==> src/rtl/pst_id_scoreboard_rf_pkg.sv <==
// pst_id_scoreboard_rf_pkg: shared constants and clog2 helper for the ID-stage scoreboarded register file
package pst_id_scoreboard_rf_pkg;

    localparam int RF_ADDR_W   = 5;
    localparam int RF_DATA_W   = 32;
    localparam int RF_ZERO_IDX = 0;

    function automatic int clog2(input int v);
        int r;
        r = 0;
        while ((1 << r) < v) r = r + 1;
        return r;
    endfunction

endpackage

==> src/rtl/pst_id_scoreboard_rf_if.sv <==
// pst_id_scoreboard_rf_if: issue/read/writeback bundle between the pipeline (master) and the register file (slave)
//   issue_valid/issue_we/issue_req_w : decode-stage instruction info
//   rd_need/rd_req/rd_data           : read ports, port i at slice i
//   wb_we/wb_req/wb_data             : writeback from WB
//   stall                            : ID must hold
interface pst_id_scoreboard_rf_if
    import pst_id_scoreboard_rf_pkg::*;
#(
    parameter int DATA_W = RF_DATA_W,
    parameter int ADDR_W = RF_ADDR_W,
    parameter int NUM_RD = 2
);
    logic                     issue_valid;
    logic                     issue_we;
    logic [ADDR_W-1:0]        issue_req_w;
    logic [NUM_RD-1:0]        rd_need;
    logic [NUM_RD*ADDR_W-1:0] rd_req;
    logic [NUM_RD*DATA_W-1:0] rd_data;
    logic                     wb_we;
    logic [ADDR_W-1:0]        wb_req;
    logic [DATA_W-1:0]        wb_data;
    logic                     stall;

    modport master (
        output issue_valid, issue_we, issue_req_w, rd_need, rd_req, wb_we, wb_req, wb_data,
        input  rd_data, stall
    );

    modport slave (
        input  issue_valid, issue_we, issue_req_w, rd_need, rd_req, wb_we, wb_req, wb_data,
        output rd_data, stall
    );
endinterface

==> src/rtl/pst_id_scoreboard_rf_sb_counter.sv <==
// sb_counter: per-register pending-write counter, saturating up/down with clear and underflow flag
//   clk, rst_n : clock, async active-low reset
//   en         : hold all state when low
//   clr        : force count to zero (flush)
//   inc, dec   : accepted issue / writeback; both together leave the count unchanged
//   cnt        : current pending count
//   unf        : writeback seen while count is zero
module sb_counter #(
    parameter int MAX_PEND = 3,
    parameter int CNT_W    = 2
) (
    input  logic             clk,
    input  logic             rst_n,
    input  logic             en,
    input  logic             clr,
    input  logic             inc,
    input  logic             dec,
    output logic [CNT_W-1:0] cnt,
    output logic             unf
);
    assign unf = dec && cnt == '0;

    always_ff @(posedge clk or negedge rst_n) begin
        if (!rst_n)
            cnt <= '0;
        else if (en) begin
            if (clr)
                cnt <= '0;
            else if (inc && !dec && cnt != CNT_W'(MAX_PEND))
                cnt <= cnt + 1'b1;
            else if (dec && !inc && cnt != '0)
                cnt <= cnt - 1'b1;
        end
    end
endmodule

==> src/rtl/pst_id_scoreboard_rf.sv <==
// pst_id_scoreboard_rf: ID-stage register file with pending-write scoreboard, write-through bypass and stall
//   clk, rst_n : clock, async active-low reset
//   en         : global enable, 0 freezes all state
//   flush      : discard all in-flight writes
//   bus        : issue / read / writeback / stall bundle (slave side)
//   busy       : some register has a pending write
//   sb_err     : sticky, writeback to a register with nothing pending
//   dbg_req    : debug index; dbg_data shows raw array contents
module pst_id_scoreboard_rf
    import pst_id_scoreboard_rf_pkg::*;
#(
    parameter int DATA_W   = RF_DATA_W,
    parameter int ADDR_W   = RF_ADDR_W,
    parameter int NUM_RD   = 2,
    parameter int MAX_PEND = 3
) (
    input  logic                        clk,
    input  logic                        rst_n,
    input  logic                        en,
    input  logic                        flush,
    pst_id_scoreboard_rf_if.slave       bus,
    output logic                        busy,
    output logic                        sb_err,
    input  logic [ADDR_W-1:0]           dbg_req,
    output logic [DATA_W-1:0]           dbg_data
);
    localparam int CNT_W = clog2(MAX_PEND + 1);
    localparam int DEPTH = 2 ** ADDR_W;
    localparam logic [ADDR_W-1:0] ZERO = ADDR_W'(RF_ZERO_IDX);

    logic [DATA_W-1:0] regs [DEPTH];
    logic [CNT_W-1:0]  pend [DEPTH];
    logic [DEPTH-1:0]  unf;
    logic [NUM_RD-1:0] hit;
    logic              wb_ok, ovf, accept;

    assign wb_ok  = bus.wb_we && bus.wb_req != ZERO;
    assign ovf    = bus.issue_valid && bus.issue_we && bus.issue_req_w != ZERO &&
                    pend[bus.issue_req_w] == CNT_W'(MAX_PEND);
    // stall also covers en = 0 so ID holds while the file is frozen
    assign bus.stall = bus.issue_valid && (|hit || ovf || !en);
    assign accept = bus.issue_valid && bus.issue_we && bus.issue_req_w != ZERO &&
                    !bus.stall && !flush;

    assign pend[0] = '0;
    assign unf[0]  = 1'b0;

    genvar g;
    generate
        for (g = 1; g < DEPTH; g++) begin : g_cnt
            sb_counter #(.MAX_PEND(MAX_PEND), .CNT_W(CNT_W)) u_cnt (
                .clk   (clk),
                .rst_n (rst_n),
                .en    (en),
                .clr   (flush),
                .inc   (accept && bus.issue_req_w == ADDR_W'(g)),
                .dec   (wb_ok && bus.wb_req == ADDR_W'(g)),
                .cnt   (pend[g]),
                .unf   (unf[g])
            );
        end
    endgenerate

    genvar i;
    generate
        for (i = 0; i < NUM_RD; i++) begin : g_rd
            logic [ADDR_W-1:0] idx;
            logic              byp;
            assign idx = bus.rd_req[i*ADDR_W +: ADDR_W];
            assign byp = wb_ok && bus.wb_req == idx;
            assign bus.rd_data[i*DATA_W +: DATA_W] = byp ? bus.wb_data : regs[idx];
            // the last outstanding write landing this cycle is satisfied by the bypass
            assign hit[i] = bus.rd_need[i] && pend[idx] != '0 &&
                            !(bus.wb_we && bus.wb_req == idx && pend[idx] == CNT_W'(1));
        end
    endgenerate

    always_comb begin
        busy = 1'b0;
        for (int k = 0; k < DEPTH; k++) busy = busy | (pend[k] != '0);
    end

    assign dbg_data = regs[dbg_req];

    always_ff @(posedge clk or negedge rst_n) begin
        if (!rst_n) begin
            for (int k = 0; k < DEPTH; k++) regs[k] <= '0;
        end else if (en && wb_ok) begin
            regs[bus.wb_req] <= bus.wb_data;
        end
    end

    always_ff @(posedge clk or negedge rst_n) begin
        if (!rst_n)
            sb_err <= 1'b0;
        else if (en && !flush && |unf)
            sb_err <= 1'b1;
    end
endmodule

==> src/flat_wrapper.sv <==
// flat-port wrapper written by rule: the top's interface ports become plain ports
module pst_id_scoreboard_rf_flat import pst_id_scoreboard_rf_pkg::*;
#(
    parameter int DATA_W   = RF_DATA_W,
    parameter int ADDR_W   = RF_ADDR_W,
    parameter int NUM_RD   = 2,
    parameter int MAX_PEND = 3
)
  (clk, rst_n, en, flush, busy, sb_err, dbg_req, dbg_data, bus_issue_valid, bus_issue_we, bus_issue_req_w, bus_rd_need, bus_rd_req, bus_wb_we, bus_wb_req, bus_wb_data, bus_rd_data, bus_stall);
  pst_id_scoreboard_rf_if #(.DATA_W(DATA_W), .ADDR_W(ADDR_W), .NUM_RD(NUM_RD)) bus_i ();
  input  logic clk;
  input  logic rst_n;
  input  logic en;
  input  logic flush;
  output logic busy;
  output logic sb_err;
  input  logic [ADDR_W-1:0] dbg_req;
  output logic [DATA_W-1:0] dbg_data;
  input wire logic [$bits(bus_i.issue_valid)-1:0] bus_issue_valid;
  input wire logic [$bits(bus_i.issue_we)-1:0] bus_issue_we;
  input wire logic [$bits(bus_i.issue_req_w)-1:0] bus_issue_req_w;
  input wire logic [$bits(bus_i.rd_need)-1:0] bus_rd_need;
  input wire logic [$bits(bus_i.rd_req)-1:0] bus_rd_req;
  input wire logic [$bits(bus_i.wb_we)-1:0] bus_wb_we;
  input wire logic [$bits(bus_i.wb_req)-1:0] bus_wb_req;
  input wire logic [$bits(bus_i.wb_data)-1:0] bus_wb_data;
  output wire logic [$bits(bus_i.rd_data)-1:0] bus_rd_data;
  output wire logic [$bits(bus_i.stall)-1:0] bus_stall;
  assign bus_i.issue_valid = bus_issue_valid;
  assign bus_i.issue_we = bus_issue_we;
  assign bus_i.issue_req_w = bus_issue_req_w;
  assign bus_i.rd_need = bus_rd_need;
  assign bus_i.rd_req = bus_rd_req;
  assign bus_i.wb_we = bus_wb_we;
  assign bus_i.wb_req = bus_wb_req;
  assign bus_i.wb_data = bus_wb_data;
  assign bus_rd_data = bus_i.rd_data;
  assign bus_stall = bus_i.stall;
  pst_id_scoreboard_rf #(.DATA_W(DATA_W), .ADDR_W(ADDR_W), .NUM_RD(NUM_RD), .MAX_PEND(MAX_PEND)) u_core (.clk(clk), .rst_n(rst_n), .en(en), .flush(flush), .bus(bus_i), .busy(busy), .sb_err(sb_err), .dbg_req(dbg_req), .dbg_data(dbg_data));
endmodule
==> config.mk <==
export PLATFORM = sky130hd
export DESIGN_NAME = pst_id_scoreboard_rf_flat
export DESIGN_NICKNAME = d
export VERILOG_FILES = /design/src/rtl/pst_id_scoreboard_rf_pkg.sv /design/src/rtl/pst_id_scoreboard_rf_if.sv /design/src/rtl/pst_id_scoreboard_rf_sb_counter.sv /design/src/rtl/pst_id_scoreboard_rf.sv /design/src/flat_wrapper.sv
export SDC_FILE = /design/constraint.sdc
export NUM_CORES = 2
export LEC_CHECK = 0
export ABC_AREA = 0
export CORE_UTILIZATION = 25
export DETAILED_ROUTE_END_ITERATION = 16
export PLACE_DENSITY = 0.37
export SLEW_MARGIN = 20
export SYNTH_ARGS = -nofsm -noshare
export SYNTH_HDL_FRONTEND = slang
export SYNTH_SLANG_ARGS = --single-unit
==> constraint.sdc <==
create_clock -name clk -period 4.3 [get_ports clk]
set_clock_uncertainty 0.15 [all_clocks]
set_input_delay 0.645 -clock clk [delete_from_list [all_inputs] [get_ports clk]]
set_output_delay 0.645 -clock clk [all_outputs]
set_load 0.01 [all_outputs]
==> run summary <==
# setup viols final = 0
CP required = 3.50 ns
Clock Tree Buf Depth = 4
Register area share after synthesis = 39.5%
Nets = 4846
Placed Cells = 8202
Area growth syn-to-layout = 20.5%
Synthesis Warnings = 0
CTS Sinks = 1087
Worst-path clk slew = 0.06 ns
PwrDens = 397 nW/um^2
PnR worst setup slack = 0.0908 ns
Fraction of registers with async set/reset = 100%
Simple-gate share of the synthesized area = 4.00%
Initial antenna violation count = 8
Highest clock rate = 238 MHz
Post-DP HPWL = 174000 microns
Width of the chip = 527 microns
IO Port Bufs = 164
Syn_nets = 4671
CP startpoint kind = flop
Compound-Gate Fraction of Synth Area = 2.84%
Die height = 527 microns
Final Hold Fails = 0
Relative slew slack = 29.7%
Share of cells above drive strength 1 = 56.3%
Adder-cell area share of the yosys netlist = 0%
Largest net degree at the start of global routing = 116
Max incr delay on CP = 0.53 ns
Starting Density = 25.2%
Total grt overflow = 0
Pwr Total = 0.0330 W
Util after Layout = 30.3%
Cell Area, Synth = 68900 sq um
Worst Setup End Kind = primary output
DP Worst Slack = -0.143 ns
Syn avg cell area = 15.0 sq um
Static Leak = 34.5 nW
CP max stage cell = dfrtp_1
Tightest Pin Transition = 1.03 ns
Fin. max-slew vios = 0
Hold WC Path Type = in2reg
DR vias = 46600
Fillers = 27100
Antenna-violating nets left = 0
Sequence of cells on the critical path = mux4_2, mux4_2, nand2b_1, o211ai_2, nand3_4, o21a_1, dlygate4sd2_1
CP dominant cell by count = mux4_2
Routed len/inst = 32.9 microns
Worst Path Arrival = 3.41 ns
Distinct cells, synth = 90
DP Area = 78000 sq um
Setup CP Type = reg2out
Final WL = 279000 microns
DR iter-0 viols = 3752
Tcrit/Tclk final = 97.9%
Drt pass-1 iters = 5
CTS buffer count = 151
Fin crit period = 4.21 ns
# rows = 192
Gr usage total = 20.0%
CTS H-tree depth = 4
Crit-path max FO = 8
Die ar. = 278000 sq um
Final GP Congestion = 0.884
Status = finished clean
Drt via density = 5.50
Synth Instances = 4605
Core footprint = 274000 sq um
Worst vdd ir = 0.285 mV
DRC violations left = 0
CTS tree = built
Post-synthesis mux area share = 50.2%
Yosys reg bits = 1087
CTS root buf = clkbuf_16
XOR/XNOR Fraction of Synth Area = 0.203%
Vias in the first global route = 48500
Synth Flop Type = dfrtp_1
Cell Count, Final, Fillers Out = 8476
Global-route wire length before repair = 398000 microns
Max-Cap Viols = 0
I/O pin total = 165
Clk_lat worst skew = 0.82 ns
Post-synth EDFFs = 0
Area of all placed cells without fillers = 83100 sq um
Combinational family with the most area after synthesis = multiplexers
==> registers in the layout (all words and copies together), names as in the netlist <==
register                count
u_core.regs              1024
u_core.g_cnt.u_cnt.cnt     62
u_core.sb_err               1
==> area by class of cell <==
| cell class | count | area [sq um] | area share (%) |
|---|---|---|---|
| well taps | 3589 | 4490 | 5.41 |
| repair buffers | 571 | 6530 | 7.86 |
| inverters | 33 | 139 | 0.167 |
| diodes | 3 | 7.51 | 0.00904 |
| clock inverters | 35 | 384 | 0.463 |
| flip-flops and latches | 1087 | 27200 | 32.8 |
| clock buffers | 222 | 4490 | 5.41 |
| multi-input cells | 2936 | 39800 | 47.9 |
==> worst paths after layout <==
check	from	to	slack, ns	cells past startpoint
hold reg to reg	u_core.regs[1002]	u_core.regs[1002]	0.26	0
setup / recovery	u_core.g_cnt[20].u_cnt.cnt[1]	bus_stall	0.09	7
max in group asynchronous	rst_n	u_core.regs[908]	2.50	3
hold / removal	en	u_core.g_cnt[1].u_cnt.cnt[1]	0.10	2
min in group asynchronous	rst_n	u_core.regs[250]	0.23	2
setup reg to reg	u_core.g_cnt[9].u_cnt.cnt[1]	u_core.g_cnt[31].u_cnt.cnt[0]	0.73	10
==> cell families (layout without fill, tap and decap cells) <==
family	count (synthesis)	in the layout
AO/OA/AOI/OAI	282	282
XOR/XNOR	16	16
multiplexers	2099	2099
buffers and inverters	582	861
flip-flops	1087	1087
other	0	3
AND/OR/NAND/NOR	539	539
==> synth_stat cells (all sizes together), types with 5 or more instances <==
cell type / number / area (sq um)
a211oi: 12 / 103
a21o: 6 / 45.0
a21oi: 33 / 165
a221oi: 5 / 43.8
a22oi: 5 / 37.5
a311o: 7 / 70.1
a31oi: 11 / 68.8
a41oi: 6 / 52.6
and2: 7 / 43.8
and3: 11 / 68.8
buf: 195 / 797
clkbuf: 354 / 1330
dfrtp: 1087 / 27200
inv: 32 / 120
mux2: 1030 / 11600
mux2i: 86 / 861
mux4: 983 / 22100
nand2: 202 / 758
nand2b: 8 / 50.1
nand3: 48 / 253
nand3b: 8 / 60.1
nand4: 26 / 178
nand4b: 8 / 70.1
nor2: 84 / 320
nor2b: 18 / 113
nor3: 45 / 253
nor4: 36 / 287
o211ai: 17 / 133
o21a: 6 / 45.0
o21ai: 83 / 415
o21bai: 5 / 37.5
o221ai: 5 / 43.8
o22ai: 9 / 56.3
o311ai: 11 / 104
o31ai: 18 / 140
or2: 7 / 43.8
or3: 7 / 43.8
or4: 9 / 71.3
xnor2: 5 / 43.8
xor2: 11 / 96.3
==> cell usage in the layout (no fill, tap or decap), types with 8 or more instances in the layout <==
| cell | Yosys | layout |
|---|---|---|
| nand4_1 | 25 | 25 |
| buf_4 | 1 | 268 |
| nor4_1 | 29 | 27 |
| nor2_1 | 82 | 81 |
| o211ai_1 | 16 | 16 |
| clkbuf_16 | 0 | 155 |
| nand4b_1 | 8 | 8 |
| nand3b_1 | 8 | 8 |
| nor3_1 | 42 | 41 |
| mux2i_1 | 86 | 79 |
| o21ai_0 | 83 | 79 |
| inv_1 | 32 | 30 |
| o22ai_1 | 9 | 9 |
| clkdlybuf4s50_1 | 0 | 141 |
| and3_1 | 11 | 11 |
| nand3_1 | 47 | 42 |
| nand2_1 | 202 | 175 |
| a21oi_1 | 33 | 31 |
| nand2b_1 | 8 | 8 |
| xor2_1 | 11 | 11 |
| clkbuf_8 | 0 | 37 |
| clkbuf_1 | 354 | 31 |
| dfrtp_2 | 0 | 9 |
| or4_1 | 8 | 8 |
| clkinv_2 | 0 | 22 |
| o31ai_1 | 17 | 17 |
| dfrtp_1 | 1087 | 1078 |
| a31oi_1 | 11 | 11 |
| mux4_2 | 983 | 983 |
| nand2_4 | 0 | 27 |
| nor2b_1 | 18 | 18 |
| a211oi_1 | 11 | 10 |
| buf_12 | 0 | 143 |
| mux2_2 | 1029 | 1028 |
==> critical path: cells and delay by family (launching register included) <==
kind                   cells  cell delay, ns
AO/OA/AOI/OAI              2            0.43
buffers and inverters      1            0.29
flip-flops                 1            0.53
multiplexers               2            1.02
AND/OR/NAND/NOR            2            0.34
==> timing repair <==
| item | CTS | global route |
|---|---|---|
| hold buffers | 1 | 0 |
| gates cloned | 0 | 0 |
| buffers inserted | 7 | 6 |
| pin swaps | 5 | 5 |
| resized for setup | 17 | 19 |
| setup endpoints to repair | 11 | 38 |
| hold endpoints to repair | 55 | 0 |
==> power by group <==
| part | internal (W) | switching, W |
|---|---|---|
| sequential | 0.0116 | 0.00133 |
| clock | 0.00761 | 0.00505 |
| combinational | 0.00429 | 0.00312 |
| total | 0.0235 | 0.00949 |
==> routing by layer <==
| layer | global-route usage (%) | share of wire (%) |
|---|---|---|
| met5 | 0 | 0 |
| met3 | 2.51 | 4.3 |
| met2 | 32.5 | 48 |
| met1 | 28.4 | 46 |
| met4 | 4.57 | 2.2 |
==> per-stage QoR <==
| stage | TNS [ns] | hold slack (ns) |
|---|---|---|
| 3_5_place_dp | -0.340 | 0.252 |
| 2_1_floorplan | 0 | 0.199 |
| 3_3_place_gp | -0.807 | 0.244 |
| 4_1_cts | 0 | 0.0310 |
| 5_1_grt | -0.0315 | 0.0641 |
| 6_report | 0 | 0.102 |
(Power assumes the default switching activity.)
